### config.mk
export PLATFORM = sky130hd
export DESIGN_NAME = load_store_unit_flat
export DESIGN_NICKNAME = d
export VERILOG_FILES = /design/src/rtl/load_store_unit_if.sv /design/src/rtl/load_store_unit.sv /design/src/flat_wrapper.sv
export SDC_FILE = /design/constraint.sdc
export NUM_CORES = 1
export LEC_CHECK = 0
export CAP_MARGIN = 0
export CORE_ASPECT_RATIO = 1.75
export CORE_UTILIZATION = 45
export CTS_CLUSTER_SIZE = 40
export DETAILED_ROUTE_END_ITERATION = 12
export HOLD_SLACK_MARGIN = 0.03
export MAX_ROUTING_LAYER = met4
export PLACE_DENSITY_LB_ADDON = 0.12
export SLEW_MARGIN = 15
export SYNTH_ARGS = -nofsm -noshare
export SYNTH_HDL_FRONTEND = slang
export SYNTH_SLANG_ARGS = --single-unit
export TNS_END_PERCENT = 5
### constraint.sdc
create_clock -name clk -period 3.2 [get_ports clk]
set_input_delay 0.32 -clock clk [delete_from_list [all_inputs] [get_ports clk]]
set_output_delay 0.32 -clock clk [all_outputs]
set_load 0.01 [all_outputs]
### src/rtl/load_store_unit_if.sv
// LSU command + data-bus signal bundle.
//   slave  : the load-store unit (responds to commands, drives the data bus)
//   master : memory access stage and bus fabric (issue commands, answer the bus)
// Command side: lsu_addr/lsu_wdata/lsu_cmd/lsu_rnw in; lsu_rdata/lsu_busy/
//   lsu_err_align/lsu_err_bus out.
// Bus side: bus_req/bus_addr/bus_rnw/bus_be/bus_wdata out; bus_ack/bus_err/
//   bus_rdata in.
interface load_store_unit_if;
    localparam int unsigned ADDR_W = 32;
    localparam int unsigned DATA_W = 32;

    logic [ADDR_W-1:0] lsu_addr;
    logic [DATA_W-1:0] lsu_wdata;
    logic [1:0]        lsu_cmd;
    logic              lsu_rnw;
    logic [DATA_W-1:0] lsu_rdata;
    logic              lsu_busy;
    logic              lsu_err_align;
    logic              lsu_err_bus;

    logic              bus_req;
    logic [ADDR_W-1:0] bus_addr;
    logic              bus_rnw;
    logic [3:0]        bus_be;
    logic [DATA_W-1:0] bus_wdata;
    logic              bus_ack;
    logic              bus_err;
    logic [DATA_W-1:0] bus_rdata;

    modport slave (
        input  lsu_addr, lsu_wdata, lsu_cmd, lsu_rnw,
        output lsu_rdata, lsu_busy, lsu_err_align, lsu_err_bus,
        output bus_req, bus_addr, bus_rnw, bus_be, bus_wdata,
        input  bus_ack, bus_err, bus_rdata
    );

    modport master (
        output lsu_addr, lsu_wdata, lsu_cmd, lsu_rnw,
        input  lsu_rdata, lsu_busy, lsu_err_align, lsu_err_bus,
        input  bus_req, bus_addr, bus_rnw, bus_be, bus_wdata,
        output bus_ack, bus_err, bus_rdata
    );
endinterface

### src/rtl/load_store_unit.sv
// Load-store unit: accepts one-cycle byte/halfword/word commands, checks
// alignment, runs one req/ack data-bus transaction with lane steering and
// byte enables, and returns right-justified zero-extended load data.
// Ports: clk, nrst (async active-low), lsu (slave side of load_store_unit_if).
// BUS_TIMEOUT: cycles in BUS before a missing ack becomes a bus error; 0 = off.
module load_store_unit #(
    parameter int unsigned BUS_TIMEOUT = 0
) (
    input logic              clk,
    input logic              nrst,
    load_store_unit_if.slave lsu
);
    localparam int unsigned ADDR_W = 32;
    localparam int unsigned DATA_W = 32;
    localparam int unsigned CNT_W  = 16;
    localparam int unsigned TO_W   = CNT_W + 1;
    localparam logic [TO_W-1:0] TO_LIMIT = TO_W'(BUS_TIMEOUT);
    localparam bit TO_EN = (BUS_TIMEOUT != 0);

    localparam logic [1:0] CMD_IDLE  = 2'd0;
    localparam logic [1:0] CMD_BYTE  = 2'd1;
    localparam logic [1:0] CMD_HWORD = 2'd2;
    localparam logic [1:0] CMD_WORD  = 2'd3;

    typedef enum logic [1:0] {ST_IDLE, ST_BUS, ST_ERR} state_t;

    state_t            state_q, state_d;
    logic              req_q, req_d;
    logic [ADDR_W-1:0] addr_q, addr_d;
    logic              rnw_q, rnw_d;
    logic [3:0]        be_q, be_d;
    logic [DATA_W-1:0] wdata_q, wdata_d;
    logic [DATA_W-1:0] rdata_q, rdata_d;
    logic              err_align_q, err_align_d;
    logic              err_bus_q, err_bus_d;
    logic [CNT_W-1:0]  cnt_q, cnt_d;
    logic [1:0]        size_q, size_d;
    logic [1:0]        lo_q, lo_d;

    logic              misaligned;
    logic [3:0]        be_c;
    logic [DATA_W-1:0] wdata_c;
    logic [DATA_W-1:0] rd_sh;
    logic [DATA_W-1:0] load_c;
    logic [TO_W-1:0]   cnt_inc;

    // Alignment, byte enables and lane replication for the incoming command
    always_comb begin
        misaligned = 1'b0;
        be_c       = 4'b0000;
        wdata_c    = lsu.lsu_wdata;
        case (lsu.lsu_cmd)
            CMD_BYTE: begin
                be_c    = 4'b0001 << lsu.lsu_addr[1:0];
                wdata_c = {4{lsu.lsu_wdata[7:0]}};
            end
            CMD_HWORD: begin
                misaligned = lsu.lsu_addr[0];
                be_c       = lsu.lsu_addr[1] ? 4'b1100 : 4'b0011;
                wdata_c    = {2{lsu.lsu_wdata[15:0]}};
            end
            CMD_WORD: begin
                misaligned = |lsu.lsu_addr[1:0];
                be_c       = 4'b1111;
            end
            default: ;
        endcase
    end

    // Lane extraction: aligned accesses make the byte offset a valid shift
    // for every size, so one shifter serves byte, halfword and word.
    always_comb begin
        rd_sh = lsu.bus_rdata >> {lo_q, 3'b000};
        case (size_q)
            CMD_BYTE:  load_c = DATA_W'(rd_sh[7:0]);
            CMD_HWORD: load_c = DATA_W'(rd_sh[15:0]);
            default:   load_c = rd_sh;
        endcase
    end

    assign cnt_inc = TO_W'(cnt_q) + TO_W'(1);

    // Next-state and next register values
    always_comb begin
        state_d     = state_q;
        req_d       = req_q;
        addr_d      = addr_q;
        rnw_d       = rnw_q;
        be_d        = be_q;
        wdata_d     = wdata_q;
        rdata_d     = rdata_q;
        err_align_d = 1'b0;
        err_bus_d   = 1'b0;
        cnt_d       = cnt_q;
        size_d      = size_q;
        lo_d        = lo_q;

        case (state_q)
            ST_IDLE: begin
                if (lsu.lsu_cmd != CMD_IDLE) begin
                    if (misaligned) begin
                        state_d     = ST_ERR;
                        err_align_d = 1'b1;
                    end else begin
                        state_d = ST_BUS;
                        req_d   = 1'b1;
                        addr_d  = {lsu.lsu_addr[ADDR_W-1:2], 2'b00};
                        rnw_d   = lsu.lsu_rnw;
                        be_d    = be_c;
                        wdata_d = wdata_c;
                        size_d  = lsu.lsu_cmd;
                        lo_d    = lsu.lsu_addr[1:0];
                        cnt_d   = '0;
                    end
                end
            end
            ST_BUS: begin
                cnt_d = cnt_inc[CNT_W-1:0];
                if (lsu.bus_ack) begin
                    state_d = ST_IDLE;
                    req_d   = 1'b0;
                    if (lsu.bus_err) begin
                        err_bus_d = 1'b1;
                    end else if (rnw_q) begin
                        rdata_d = load_c;
                    end
                end else if (TO_EN && (cnt_inc == TO_LIMIT)) begin
                    state_d   = ST_IDLE;
                    req_d     = 1'b0;
                    err_bus_d = 1'b1;
                end
            end
            ST_ERR: begin
                state_d = ST_IDLE;
            end
            default: begin
                state_d = ST_IDLE;
                req_d   = 1'b0;
            end
        endcase
    end

    // State and output registers
    always_ff @(posedge clk or negedge nrst) begin
        if (!nrst) begin
            state_q     <= ST_IDLE;
            req_q       <= 1'b0;
            addr_q      <= '0;
            rnw_q       <= 1'b0;
            be_q        <= 4'b0000;
            wdata_q     <= '0;
            rdata_q     <= '0;
            err_align_q <= 1'b0;
            err_bus_q   <= 1'b0;
            cnt_q       <= '0;
            size_q      <= CMD_IDLE;
            lo_q        <= 2'b00;
        end else begin
            state_q     <= state_d;
            req_q       <= req_d;
            addr_q      <= addr_d;
            rnw_q       <= rnw_d;
            be_q        <= be_d;
            wdata_q     <= wdata_d;
            rdata_q     <= rdata_d;
            err_align_q <= err_align_d;
            err_bus_q   <= err_bus_d;
            cnt_q       <= cnt_d;
            size_q      <= size_d;
            lo_q        <= lo_d;
        end
    end

    assign lsu.bus_req       = req_q;
    assign lsu.bus_addr      = addr_q;
    assign lsu.bus_rnw       = rnw_q;
    assign lsu.bus_be        = be_q;
    assign lsu.bus_wdata     = wdata_q;
    assign lsu.lsu_rdata     = rdata_q;
    assign lsu.lsu_err_align = err_align_q;
    assign lsu.lsu_err_bus   = err_bus_q;

    // Busy covers the command cycle itself so the core stalls immediately
    assign lsu.lsu_busy = ((state_q == ST_IDLE) && (lsu.lsu_cmd != CMD_IDLE)) ||
                          (state_q == ST_BUS);
endmodule
### src/flat_wrapper.sv
// flat-port wrapper written by rule: the top's interface ports become plain ports
module load_store_unit_flat 
#(
    parameter int unsigned BUS_TIMEOUT = 0
)
  (clk, nrst, lsu_lsu_addr, lsu_lsu_wdata, lsu_lsu_cmd, lsu_lsu_rnw, lsu_lsu_rdata, lsu_lsu_busy, lsu_lsu_err_align, lsu_lsu_err_bus, lsu_bus_req, lsu_bus_addr, lsu_bus_rnw, lsu_bus_be, lsu_bus_wdata, lsu_bus_ack, lsu_bus_err, lsu_bus_rdata);
  load_store_unit_if lsu_i ();
  input logic clk;
  input logic nrst;
  input wire logic [$bits(lsu_i.lsu_addr)-1:0] lsu_lsu_addr;
  input wire logic [$bits(lsu_i.lsu_wdata)-1:0] lsu_lsu_wdata;
  input wire logic [$bits(lsu_i.lsu_cmd)-1:0] lsu_lsu_cmd;
  input wire logic [$bits(lsu_i.lsu_rnw)-1:0] lsu_lsu_rnw;
  output wire logic [$bits(lsu_i.lsu_rdata)-1:0] lsu_lsu_rdata;
  output wire logic [$bits(lsu_i.lsu_busy)-1:0] lsu_lsu_busy;
  output wire logic [$bits(lsu_i.lsu_err_align)-1:0] lsu_lsu_err_align;
  output wire logic [$bits(lsu_i.lsu_err_bus)-1:0] lsu_lsu_err_bus;
  output wire logic [$bits(lsu_i.bus_req)-1:0] lsu_bus_req;
  output wire logic [$bits(lsu_i.bus_addr)-1:0] lsu_bus_addr;
  output wire logic [$bits(lsu_i.bus_rnw)-1:0] lsu_bus_rnw;
  output wire logic [$bits(lsu_i.bus_be)-1:0] lsu_bus_be;
  output wire logic [$bits(lsu_i.bus_wdata)-1:0] lsu_bus_wdata;
  input wire logic [$bits(lsu_i.bus_ack)-1:0] lsu_bus_ack;
  input wire logic [$bits(lsu_i.bus_err)-1:0] lsu_bus_err;
  input wire logic [$bits(lsu_i.bus_rdata)-1:0] lsu_bus_rdata;
  assign lsu_i.lsu_addr = lsu_lsu_addr;
  assign lsu_i.lsu_wdata = lsu_lsu_wdata;
  assign lsu_i.lsu_cmd = lsu_lsu_cmd;
  assign lsu_i.lsu_rnw = lsu_lsu_rnw;
  assign lsu_lsu_rdata = lsu_i.lsu_rdata;
  assign lsu_lsu_busy = lsu_i.lsu_busy;
  assign lsu_lsu_err_align = lsu_i.lsu_err_align;
  assign lsu_lsu_err_bus = lsu_i.lsu_err_bus;
  assign lsu_bus_req = lsu_i.bus_req;
  assign lsu_bus_addr = lsu_i.bus_addr;
  assign lsu_bus_rnw = lsu_i.bus_rnw;
  assign lsu_bus_be = lsu_i.bus_be;
  assign lsu_bus_wdata = lsu_i.bus_wdata;
  assign lsu_i.bus_ack = lsu_bus_ack;
  assign lsu_i.bus_err = lsu_bus_err;
  assign lsu_i.bus_rdata = lsu_bus_rdata;
  load_store_unit #(.BUS_TIMEOUT(BUS_TIMEOUT)) u_core (.clk(clk), .nrst(nrst), .lsu(lsu_i));
endmodule
== Word level (Yosys, flattened, before mapping) ==
Cells that the tools add are included.

* Register bits: 108
* Logic and storage cells: 54

* Equality and inequality tests: 10
* Shift-type cells: 2
* Muxes and demuxes: 19
* Bitwise gates (word level): 3
* Reductions and logical operators: 9

{| class="wikitable"
|+ Operators with widths
! kind !! count
|-
| 32-bit case mux with 2 select lines || 2
|-
| 32-bit by 5-bit right shift with 32-bit output || 1
|-
| 4-bit case mux with 3 select lines || 1
|-
| 1-bit two-way mux || 9
|-
| 2-bit equality test, second input constant || 4
|-
| 4-bit AND reduction || 2
|-
| 2-bit by 1-bit equality test with 1-bit output, second input constant || 3
|-
| 2-bit two-way mux || 3
|-
| 4-bit two-way mux || 1
|-
| 2-bit != test, second input constant || 2
|-
| 2-bit case mux with 2 select lines || 1
|-
| 1-bit by 2-bit left shift with 4-bit output, first input constant || 1
|-
| 1-bit inverter || 3
|-
| 1-bit case mux with 3 select lines || 1
|-
| 3-bit AND reduction || 1
|-
| 2-bit zero test || 1
|-
| 2-bit by 1-bit != test with 1-bit output, second input constant || 1
|-
| 1-bit case mux with 2 select lines || 1
|-
| 2-bit AND reduction || 1
|-
| 2-bit nonzero test || 1
|-
| 2-bit OR reduction || 1
|-
| 1-bit logical AND || 1
|-
| 1-bit logical OR || 1
|}

== Depth between registers and ports, before layout ==
* Depth in word-level cells: 5
* Mapped depth: 7
* Depth with buffers taken out: 5

== Worst setup path after synthesis ==
No wires, ideal clock.

* Path kind: input port to flip-flop
* Start point: in lsu_lsu_cmd[1]
* End point: reg u_core.wdata_q[10], in the netlist u_core.lsu.bus_wdata[10]
* Setup time: 125 ps
* Arrival: 1610 ps
* Slack: 1465 ps
* Stages on the path: 7
* Buffers on the path: 2
* Path through: inv_1 -> ha_1 -> clkbuf_1 -> and2_1 -> buf_1 -> a22o_1 -> mux2_4

* Word-level cells in the longest chain between the ends: 4
* Elaborated cells between the ends (all ways): 8
* Classes of those cells: eq/ne (3); mux (2); bitwise (1); reduce/logical (2)

{| class="wikitable"
|+ RTL lines
! what !! line !! text
|-
| start: declaration || flat_wrapper.sv:12 || <nowiki>input wire logic [$bits(lsu_i.lsu_cmd)-1:0] lsu_lsu_cmd;</nowiki>
|-
| 2-bit equality test || load_store_unit.sv:52 || <nowiki>case (lsu.lsu_cmd)</nowiki>
|-
| 1-bit case mux with 2 select lines || load_store_unit.sv:52 ||
|-
| 1-bit inverter (no line) || - ||
|-
| 3-bit AND reduction (no line) || - ||
|-
| end signal: assignment || load_store_unit.sv:164 || <nowiki>wdata_q <= wdata_d;</nowiki>
|-
| end: declaration || load_store_unit.sv:32 || <nowiki>logic [DATA_W-1:0] wdata_q, wdata_d;</nowiki>
|}

Parallel ways exist; a longest one is shown, timed or not.
A chain may end at the register's enable or synchronous reset.

== Final worst setup path ==
* Start point: in lsu_lsu_cmd[1]
* End point: out lsu_lsu_busy

* Word-level cells in the longest chain between the ends: 3

{| class="wikitable"
|+ RTL lines
! what !! line !! text
|-
| 2-bit nonzero test || load_store_unit.sv:184 || <nowiki>assign lsu.lsu_busy = ((state_q == ST_IDLE) && (lsu.lsu_cmd != CMD_IDLE)) ||</nowiki>
|-
| 1-bit logical AND || load_store_unit.sv:184 ||
|-
| 1-bit logical OR || load_store_unit.sv:184 ||
|-
| end: declaration || flat_wrapper.sv:15 || <nowiki>output wire logic [$bits(lsu_i.lsu_busy)-1:0] lsu_lsu_busy;</nowiki>
|}

Every way passes these cells.

==> impl_metrics.toml <==
[clock_network]
holdBufCountCts = 0
cts_root_buf = "clkbuf_16"
cts_resized = 0
clockBufferDepth = 2
path_clk_slew_ns = 0.07
numClockSinks = 108
cts_buffers = 9
cts_tree = "built"
cts.htree.levels = 3
clock_latency_ns = 0.35
cts_setup_buffers = 0

[global_route]
first_global_vias = 4289
grt_pass1_wl_um = 23000
grt_overflow_total = 0
antenna_found_initial = 0
grt_max_degree = 57
grt_usage = 0.252

[timing]
timing.final.ws_setup_ns = 0.831
tightest_slew_ns = 0.911
min_period_ns = 2.37
drv_slew = 0
fmaxAchievable_mhz = 422
rsz0062_at_grt = "no"
slew_headroom = 0.393
setup_tns_ns = 0
period_share = 0.740
skew_ns = 0.0144
hold_viol_final = 0
setup_viol = 0

[power]
comb_power_share = 0.465
vdd_drop_max_uv = 475
power.switching_mw = 2.17
seqPwrFrac = 0.353
leakage_nw = 3.53
powerDensity_nw_per_um2 = 866
p_int_mw = 4.62
swShare = 0.320
p_clk_frac = 0.182

[synth]
yosys-top-cells-area = "dfrtp_1 50%, mux2_4 19%, mux2i_1 5.9%, a22o_1 2.6%, o21ai_0 2.4%"
synth_edf_count = 0
avgSynthCellArea_um2 = 13.0
ys.flop_type = "dfrtp_1"
yosys.area.top_type = "dfrtp_1"
post-synth-top-count-cell = "dfrtp_1"
synthTopCellsByCount = "108 x dfrtp_1, 69 x mux2_4, 32 x mux2i_1"
ys_warn_count = 0
synthDistinctLibCells = 39
ys_seq_elements = 108
async_flop_share = 1.00
syn_area_um2 = 5400
ys_seq_area_frac = 0.500
synth_cells = 416
yosysTopAreaCellShare = 0.500

[critical_path]
end_kind = "output port"
reg2reg_slack_ns = 1.10
max_stage_delay_ns = 0.57
crit_top_cell = "clkdlybuf4s50_1"
cp_max_fo = 8
timing.rr.end = "u_core.lsu.lsu_rdata[1]$_DFFE_PN0P_"
critPathSlowestCell = "clkdlybuf4s50_1"
required_ns = 2.88
crit_path_start_kind = "primary input"
reg2regPathDepth = 4
critPathKind = "primary input to output port"
crit_chain = "clkdlybuf4s50_1 > inv_1 > ha_1 > a21oi_1 > clkdlybuf4s50_1"
r2r-start = "u_core.lo_q[0]$_DFFE_PN0P_"
worstPathArrival_ns = 2.05

[final_layout]
multi_input_area_um2 = 2440
final_nets = 718
seq_area_um2 = 2700
fillers = 863
area_delta_synth_final_pct = 45.0
antenna_cells = 0
drive_gt1_frac = 0.177

[floorplan]
fp.dieH_um = 147
rows = 52
die_area_um2 = 12500
io_pins = 208
start_util = 0.464
die_w_um = 84.8
core_area_um2 = 11600

[route]
drt_pass1_iterations = 9
totalWireLength_um = 14900
wire_per_inst_um = 19.9
drc = 14
drt_iter0_drc = 180
postRouteAntennaNets = 0
viasPerCell = 5.50
vias = 4123

[placement]
place_hpwl_um = 11200
place_congestion = 0.862
numPortBuffers = 205
pre_cts_ws_ns = 0.649

[run_status]
violations = "design-rule violations"
outcome = "finished with violations"

[job]
drv_cap = 0

[worst_hold_path]
hold_class = "primary input to async pin"
==> critical path: cells and delay by family <==
family                   cells  cell delay (ns)
AO/OA/AOI/OAI                1             0.16
buffers and inverters        3             1.27
adder cells (fa/ha/maj)      1             0.29
==> layer usage <==
metal / track usage / vias to the layer above / routed length [µm]
li1: - / 1883 / -
met1: 0.270 / 2028 / 5430
met2: 0.447 / 175 / 8120
met3: 0.0433 / 37 / 796
met4: 0.117 / 0 / 586
met5: - / - / 0
==> cell usage in the layout, fill, tap and decap left out, types with 2 or more instances in the layout <==
master and instances:
nand3b_1 3, buf_12 2, ha_1 5, a21oi_1 13, nand2b_1 5, buf_4 7
o21ai_0 26, clkbuf_16 9, mux2_4 69, a2111oi_0 2, mux2_2 8, inv_1 14
nand2_1 19, conb_1 2, clkinvlp_4 2, clkdlybuf4s50_1 204, a22o_1 16, a31oi_1 2
dfrtp_1 108, o2bb2ai_1 7, a22oi_1 9, nand3_1 3, mux2i_1 32, bufinv_16 2
o22ai_1 9, nor2_1 14, o31ai_1 8
==> worst max-delay path by stage <==
stage	from	end	slack, ns	depth (start not counted)
global route	lsu_lsu_cmd[1]	lsu_lsu_busy	0.71	5
detailed placement	lsu_lsu_cmd[1]	u_core.lsu.bus_addr[3]$_DFFE_PN0P_	0.65	6
finish	lsu_lsu_cmd[1]	lsu_lsu_busy	0.83	5
CTS	lsu_lsu_cmd[1]	lsu_lsu_busy	0.81	5
floorplan	lsu_lsu_cmd[1]	u_core.lsu.bus_wdata[10]$_DFFE_PN0P_	1.46	7
global placement	lsu_lsu_cmd[0]	u_core.lsu.bus_addr[16]$_DFFE_PN0P_	0.75	7
==> logic make-up after synthesis <==
| group | synth area share |
|---|---|
| fa+ha+maj | 0.0116 |
| flops | 0.500 |
| simple gates | 0.0500 |
| mux | 0.268 |
| other cells | 0.000694 |
| buf+inv | 0.0486 |
| compound gates | 0.121 |
==> registers in the layout, summed over array words and instances, names as in the netlist <==
register and count:
u_core.lsu.lsu_err_align 1, u_core.lsu.bus_req 1, u_core.lo_q 2, u_core.size_q 2
u_core.lsu.bus_wdata 32, u_core.lsu.lsu_err_bus 1, u_core.lsu.bus_rnw 1, u_core.lsu.bus_be 4
u_core.state_q 2, u_core.lsu.bus_addr 30, u_core.lsu.lsu_rdata 32
==> final cells by class <==
type | count | area share
sequential | 108 | 0.345
timing repair buffer | 213 | 0.272
clock buffer | 10 | 0.0305
multi-input combinational | 264 | 0.312
tap | 135 | 0.0216
clock inverter | 6 | 0.0121
inverter | 14 | 0.00671
==> power by group through the flow <==
| stage | registers, mW | logic [mW] | clock network (mW) |
|---|---|---|---|
| 2_1_floorplan | 2.52 | 1.43 | 0 |
| 3_3_place_gp | 2.39 | 3.12 | 0 |
| 3_5_place_dp | 2.39 | 3.18 | 0 |
| 4_1_cts | 2.40 | 3.18 | 1.26 |
| 5_1_grt | 2.47 | 3.32 | 1.32 |
| 6_report | 2.39 | 3.15 | 1.24 |
==> through the flow <==
stage	util	std cells	instance area (µm²)	hold slack, ns	total power, mW
3_3_place_gp	0.644	734	7500	0.403	5.51
5_1_grt	0.673	750	7830	0.0682	7.11
3_5_place_dp	0.644	734	7500	0.419	5.58
2_1_floorplan	-	417	5410	0.0244	3.96
4_1_cts	0.673	750	7830	0.0451	6.84
6_report	0.673	750	7830	0.0159	6.78
Power figures use the tool's default switching activity.
==> variant 1: new RTL, same flow settings <==
`ADDR_W` is set to 32 in 2 places; all go to 64.
--- a/src/rtl/load_store_unit_if.sv
+++ b/src/rtl/load_store_unit_if.sv
@@ -6,7 +6,7 @@
 // Bus side: bus_req/bus_addr/bus_rnw/bus_be/bus_wdata out; bus_ack/bus_err/
 //   bus_rdata in.
 interface load_store_unit_if;
-    localparam int unsigned ADDR_W = 32;
+    localparam int unsigned ADDR_W = 64;
     localparam int unsigned DATA_W = 32;
 
     logic [ADDR_W-1:0] lsu_addr;
--- a/src/rtl/load_store_unit.sv
+++ b/src/rtl/load_store_unit.sv
@@ -10,7 +10,7 @@
     input logic              nrst,
     load_store_unit_if.slave lsu
 );
-    localparam int unsigned ADDR_W = 32;
+    localparam int unsigned ADDR_W = 64;
     localparam int unsigned DATA_W = 32;
     localparam int unsigned CNT_W  = 16;
     localparam int unsigned TO_W   = CNT_W + 1;
Interface: changed (resized lsu_bus_addr and lsu_lsu_addr); port bits go from 208 to 272. The function was not compared with the original's and may differ.
==> variant 1 against the original RTL <==
  * Non-clock buffer count rose by 68
  * Area after synthesis rose by 17%
  * Cell area rose by 24%
  * Hold slack improved by 0.45 ns
  * Sequential power rose by 26%
  * Maximum frequency fell by 0.33%
  * Critical path type unchanged
  * First-iteration DRC count rose by 17%
  * Wire length rose by 16%
  * Sequential cell count rose by 32
  * Total power rose by 24%
  * Highest routed layer unchanged
  * Worst setup slack got worse by 0.0078 ns
  * Sequential share of layout area rose by 1.6 points
==> variant 1: results (changes against the original RTL) <==
status=finished clean; final wirelength=17320 µm (+16%); Hold Buf Count CTS=1 (+1); Resized cells post-CTS=0 (unchanged); R2R Path Start=u_core.state_q[1]$_DFFE_PN0P_; FF-to-FF setup slack=1.16 ns (+0.06 ns); DRT iter0 DRCs=211 (+17%); Antenna diodes=0 (unchanged); CTS buffer count=17 (+8); LEAKAGE=4.115 nW (+16%); Worst Hold Class=in -> reg; Fillers=1007 (+17%); clk_skew=0.01207 ns (-0.002368 ns); GPL Wtd Cong=0.8326 (-3.4%); Reg power frac=35.7% (+0.4 points); Area after DPL=9111 µm² (+21%); I/O Buffers=269 (+31%); clk_lat worst skew=0.42 ns (+0.07 ns); placed cells=904 (+23%); pin count of the biggest net entering global routing=83 (+46%); Area contributors post-synth=dfrtp_1 (56%), mux2_1 (14%), mux2_2 (5.4%), mux2i_1 (5.1%), a22o_1 (2.2%); DP Worst Slack=0.6823 ns (+0.03299 ns); clk buf depth=2 (unchanged); number of global-route vias before repair=5181 (+21%); Max VDD drop=0.4784 mV (+0.70%); clock share of power=22.3% (+4.1 points); total track usage=24.66% (-0.50 points); Final WS setup=0.8236 ns (-0.007791 ns); first-pass GRT wire length=26370 µm (+15%); hold slack=0.4638 ns (+0.4478 ns); P_sw=0.002734 W (+26%); Avg Cell Area, Syn=13.01 µm² (+0.18%); DR WL/cell=18.49 µm (-7.1%); HPWL Detailed=12960 µm (+16%); Final #Nets=890 (+24%); reg-to-reg endpoint=u_core.lsu.lsu_rdata[3]$_DFFE_PN0P_; hold endpoint=u_core.lsu.lsu_err_bus$_DFF_PN0_; synth unique cells=38 (-2.6%); share of cells above drive strength 1=10.62% (-7.1 points); Finished Core Util=71.67% (+4.4 points); via count=4997 (+21%); H-tree depth=4 (+1); top post-synthesis cells by count=dfrtp_1 (140), mux2_1 (79), mux2i_1 (32); Seq power=0.00300 W (+26%); sequential-to-total area share from yosys stat=55.63% (+5.6 points); relative slew slack=40.74% (+1.4 points)
==> variant 1: cell count changes after synthesis, moves of 6 or more <==
cell,change
mux2_1,+79
dfrtp_1,+32
buf_2,+6
mux2_2,+22
mux2_4,-69
==> variant 1: final cells by class <==
cell class	count	area share [%]
tap	174	2.246
timing repair buffer	281	29.01
clock buffer	18	4.531
inverter	14	0.5422
clock inverter	14	1.356
sequential	140	36.15
multi-input combinational	296	26.17
==> variant 1: logic make-up (layout without fill, tap and decap cells) <==
kind of cell,after synthesis,after routing,synth area share (%)
AND/OR/NAND/NOR,53,53,4.193
multiplexers,141,141,24.58
buffers and inverters,49,327,4.331
AO/OA/AOI/OAI,95,95,10.21
adder cells (fa/ha/maj),5,5,0.9934
other,1,2,0.05955
flip-flops,140,140,55.63
==> variant 1: routing by layer <==
metal | wire, µm | GRT usage, %
met2 | 9269 | 42.64
met3 | 1205 | 5.778
met5 | 0 | -
met1 | 6230 | 26.34
met4 | 616 | 12.55
==> variant 2: new RTL, same settings <==
Without the edit above. Encoding of `state_t`: now one-hot (3 bits for 3 states).
--- a/src/rtl/load_store_unit.sv
+++ b/src/rtl/load_store_unit.sv
@@ -22,7 +22,7 @@
     localparam logic [1:0] CMD_HWORD = 2'd2;
     localparam logic [1:0] CMD_WORD  = 2'd3;
 
-    typedef enum logic [1:0] {ST_IDLE, ST_BUS, ST_ERR} state_t;
+    typedef enum logic [2:0] {ST_IDLE = 3'b001, ST_BUS = 3'b010, ST_ERR = 3'b100} state_t;
 
     state_t            state_q, state_d;
     logic              req_q, req_d;
Behaviour: no difference found for any inputs over 4 cycles, from zero or initial values and one cycle with nrst low; so few cycles prove little.
==> variant 2 against the original RTL <==
  * Wire length fell by 7.2%
  * Worst setup slack got worse by 0.45 ns
  * Total power rose by 1.7%
  * Die area fell by 4.2%
  * Area after synthesis fell by 4.3%
  * Sequential cell count rose by 1
  * Cell area fell by 2.9%
  * Clock power fell by 3%
  * Count of clock-buffer cells in the layout rose by 1
  * Largest cell class unchanged
==> variant 2: results (changes against the original RTL) <==
status=finished clean; Area contributors post-synth=dfrtp_1 (52%), mux2_2 (16%), mux2i_1 (6.4%), a22o_1 (2.7%), o21ai_0 (2.5%); Finished Core Util=68.12% (+0.86 points); CP arrival=2.50 ns (+0.45 ns); CTS Sinks=109 (+0.93%); DR WL/cell=18.41 µm (-7.5%); DP Worst Slack=0.4065 ns (-0.2427 ns); HPWL Detailed=9984 µm (-11%); Max VDD drop=0.5608 mV (+18%); Comb pwr share=47.5% (+1.0 points); met3 Usage GRT=4.423% (+0.097 points); number of global-route vias before repair=4304 (+0.35%); Layout clock area frac=4.161% (-0.10 points); CORE AREA=11170 µm² (-4.1%); met3 wire length=664 µm (-17%); area occupied by multi-input gates=2206 µm² (-9.6%); Cells after Synth=423 (+1.7%); total track usage=23.71% (-1.4 points); GPL Wtd Cong=0.8303 (-3.6%); inverters=15 (+1); LEAKAGE=3.236 nW (-8.4%); first-pass GRT wire length=21560 µm (-6.3%); PwrDens=907.3 nW/µm² (+4.8%); pin count of the biggest net entering global routing=63 (+11%); Final #Nets=723 (+0.70%); Compound-Gate Fraction of Synth Area=12.85% (+0.74 points); multiplexer share of the synthesized area=23.16% (-3.6 points); CP max FO=9 (+1); Layout non-clock buf frac=28.06% (+0.81 points); Adder-Cell Fraction of Synth Area=1.210% (+0.052 points); top post-synthesis cells by count=dfrtp_1 (108), mux2_2 (72), mux2i_1 (33); DRT iter0 DRCs=135 (-25%); Seq power=0.00243 W (+2%); met1 wire length=5355 µm (-1.3%); share of cells above drive strength 1=16.29% (-1.4 points); met2 Usage GRT=43.23% (-1.5 points); Finished Layout Cells=752 (+0.27%); met1 Use GR=25.62% (-1.3 points); Max stage delay on crit path=0.64 ns (+0.07 ns); synth unique cells=42 (+7.7%); Slew @ Worst Pin=0.8573 ns (-0.05329 ns)
-- variant 2: worst paths after layout --
check	startpoint	end	slack, ns	depth (start not counted)
worst max-delay path	lsu_lsu_cmd[1]	lsu_lsu_busy	0.38	7
worst min-delay path	nrst	u_core.lsu.lsu_rdata[12]$_DFFE_PN0P_	0.07	1
worst max register to register	u_core.state_q[0]$_DFFE_PN1P_	u_core.lsu.bus_wdata[29]$_DFFE_PN0P_	0.81	4
worst min register to register	u_core.lsu.bus_addr[3]$_DFFE_PN0P_	u_core.lsu.bus_addr[3]$_DFFE_PN0P_	0.49	1
max in group asynchronous	nrst	u_core.state_q[0]$_DFFE_PN1P_	2.33	2
min in group clk	u_core.lsu.bus_addr[3]$_DFFE_PN0P_	u_core.lsu.bus_addr[3]$_DFFE_PN0P_	0.49	1
-- variant 2: worst register-to-register path: stages, from the launching register on --
cell and delay [ns]:
dfstp_2 0.57, or3b_1 0.48, a311oi_4 0.38, buf_4 0.43, mux2_2 0.40
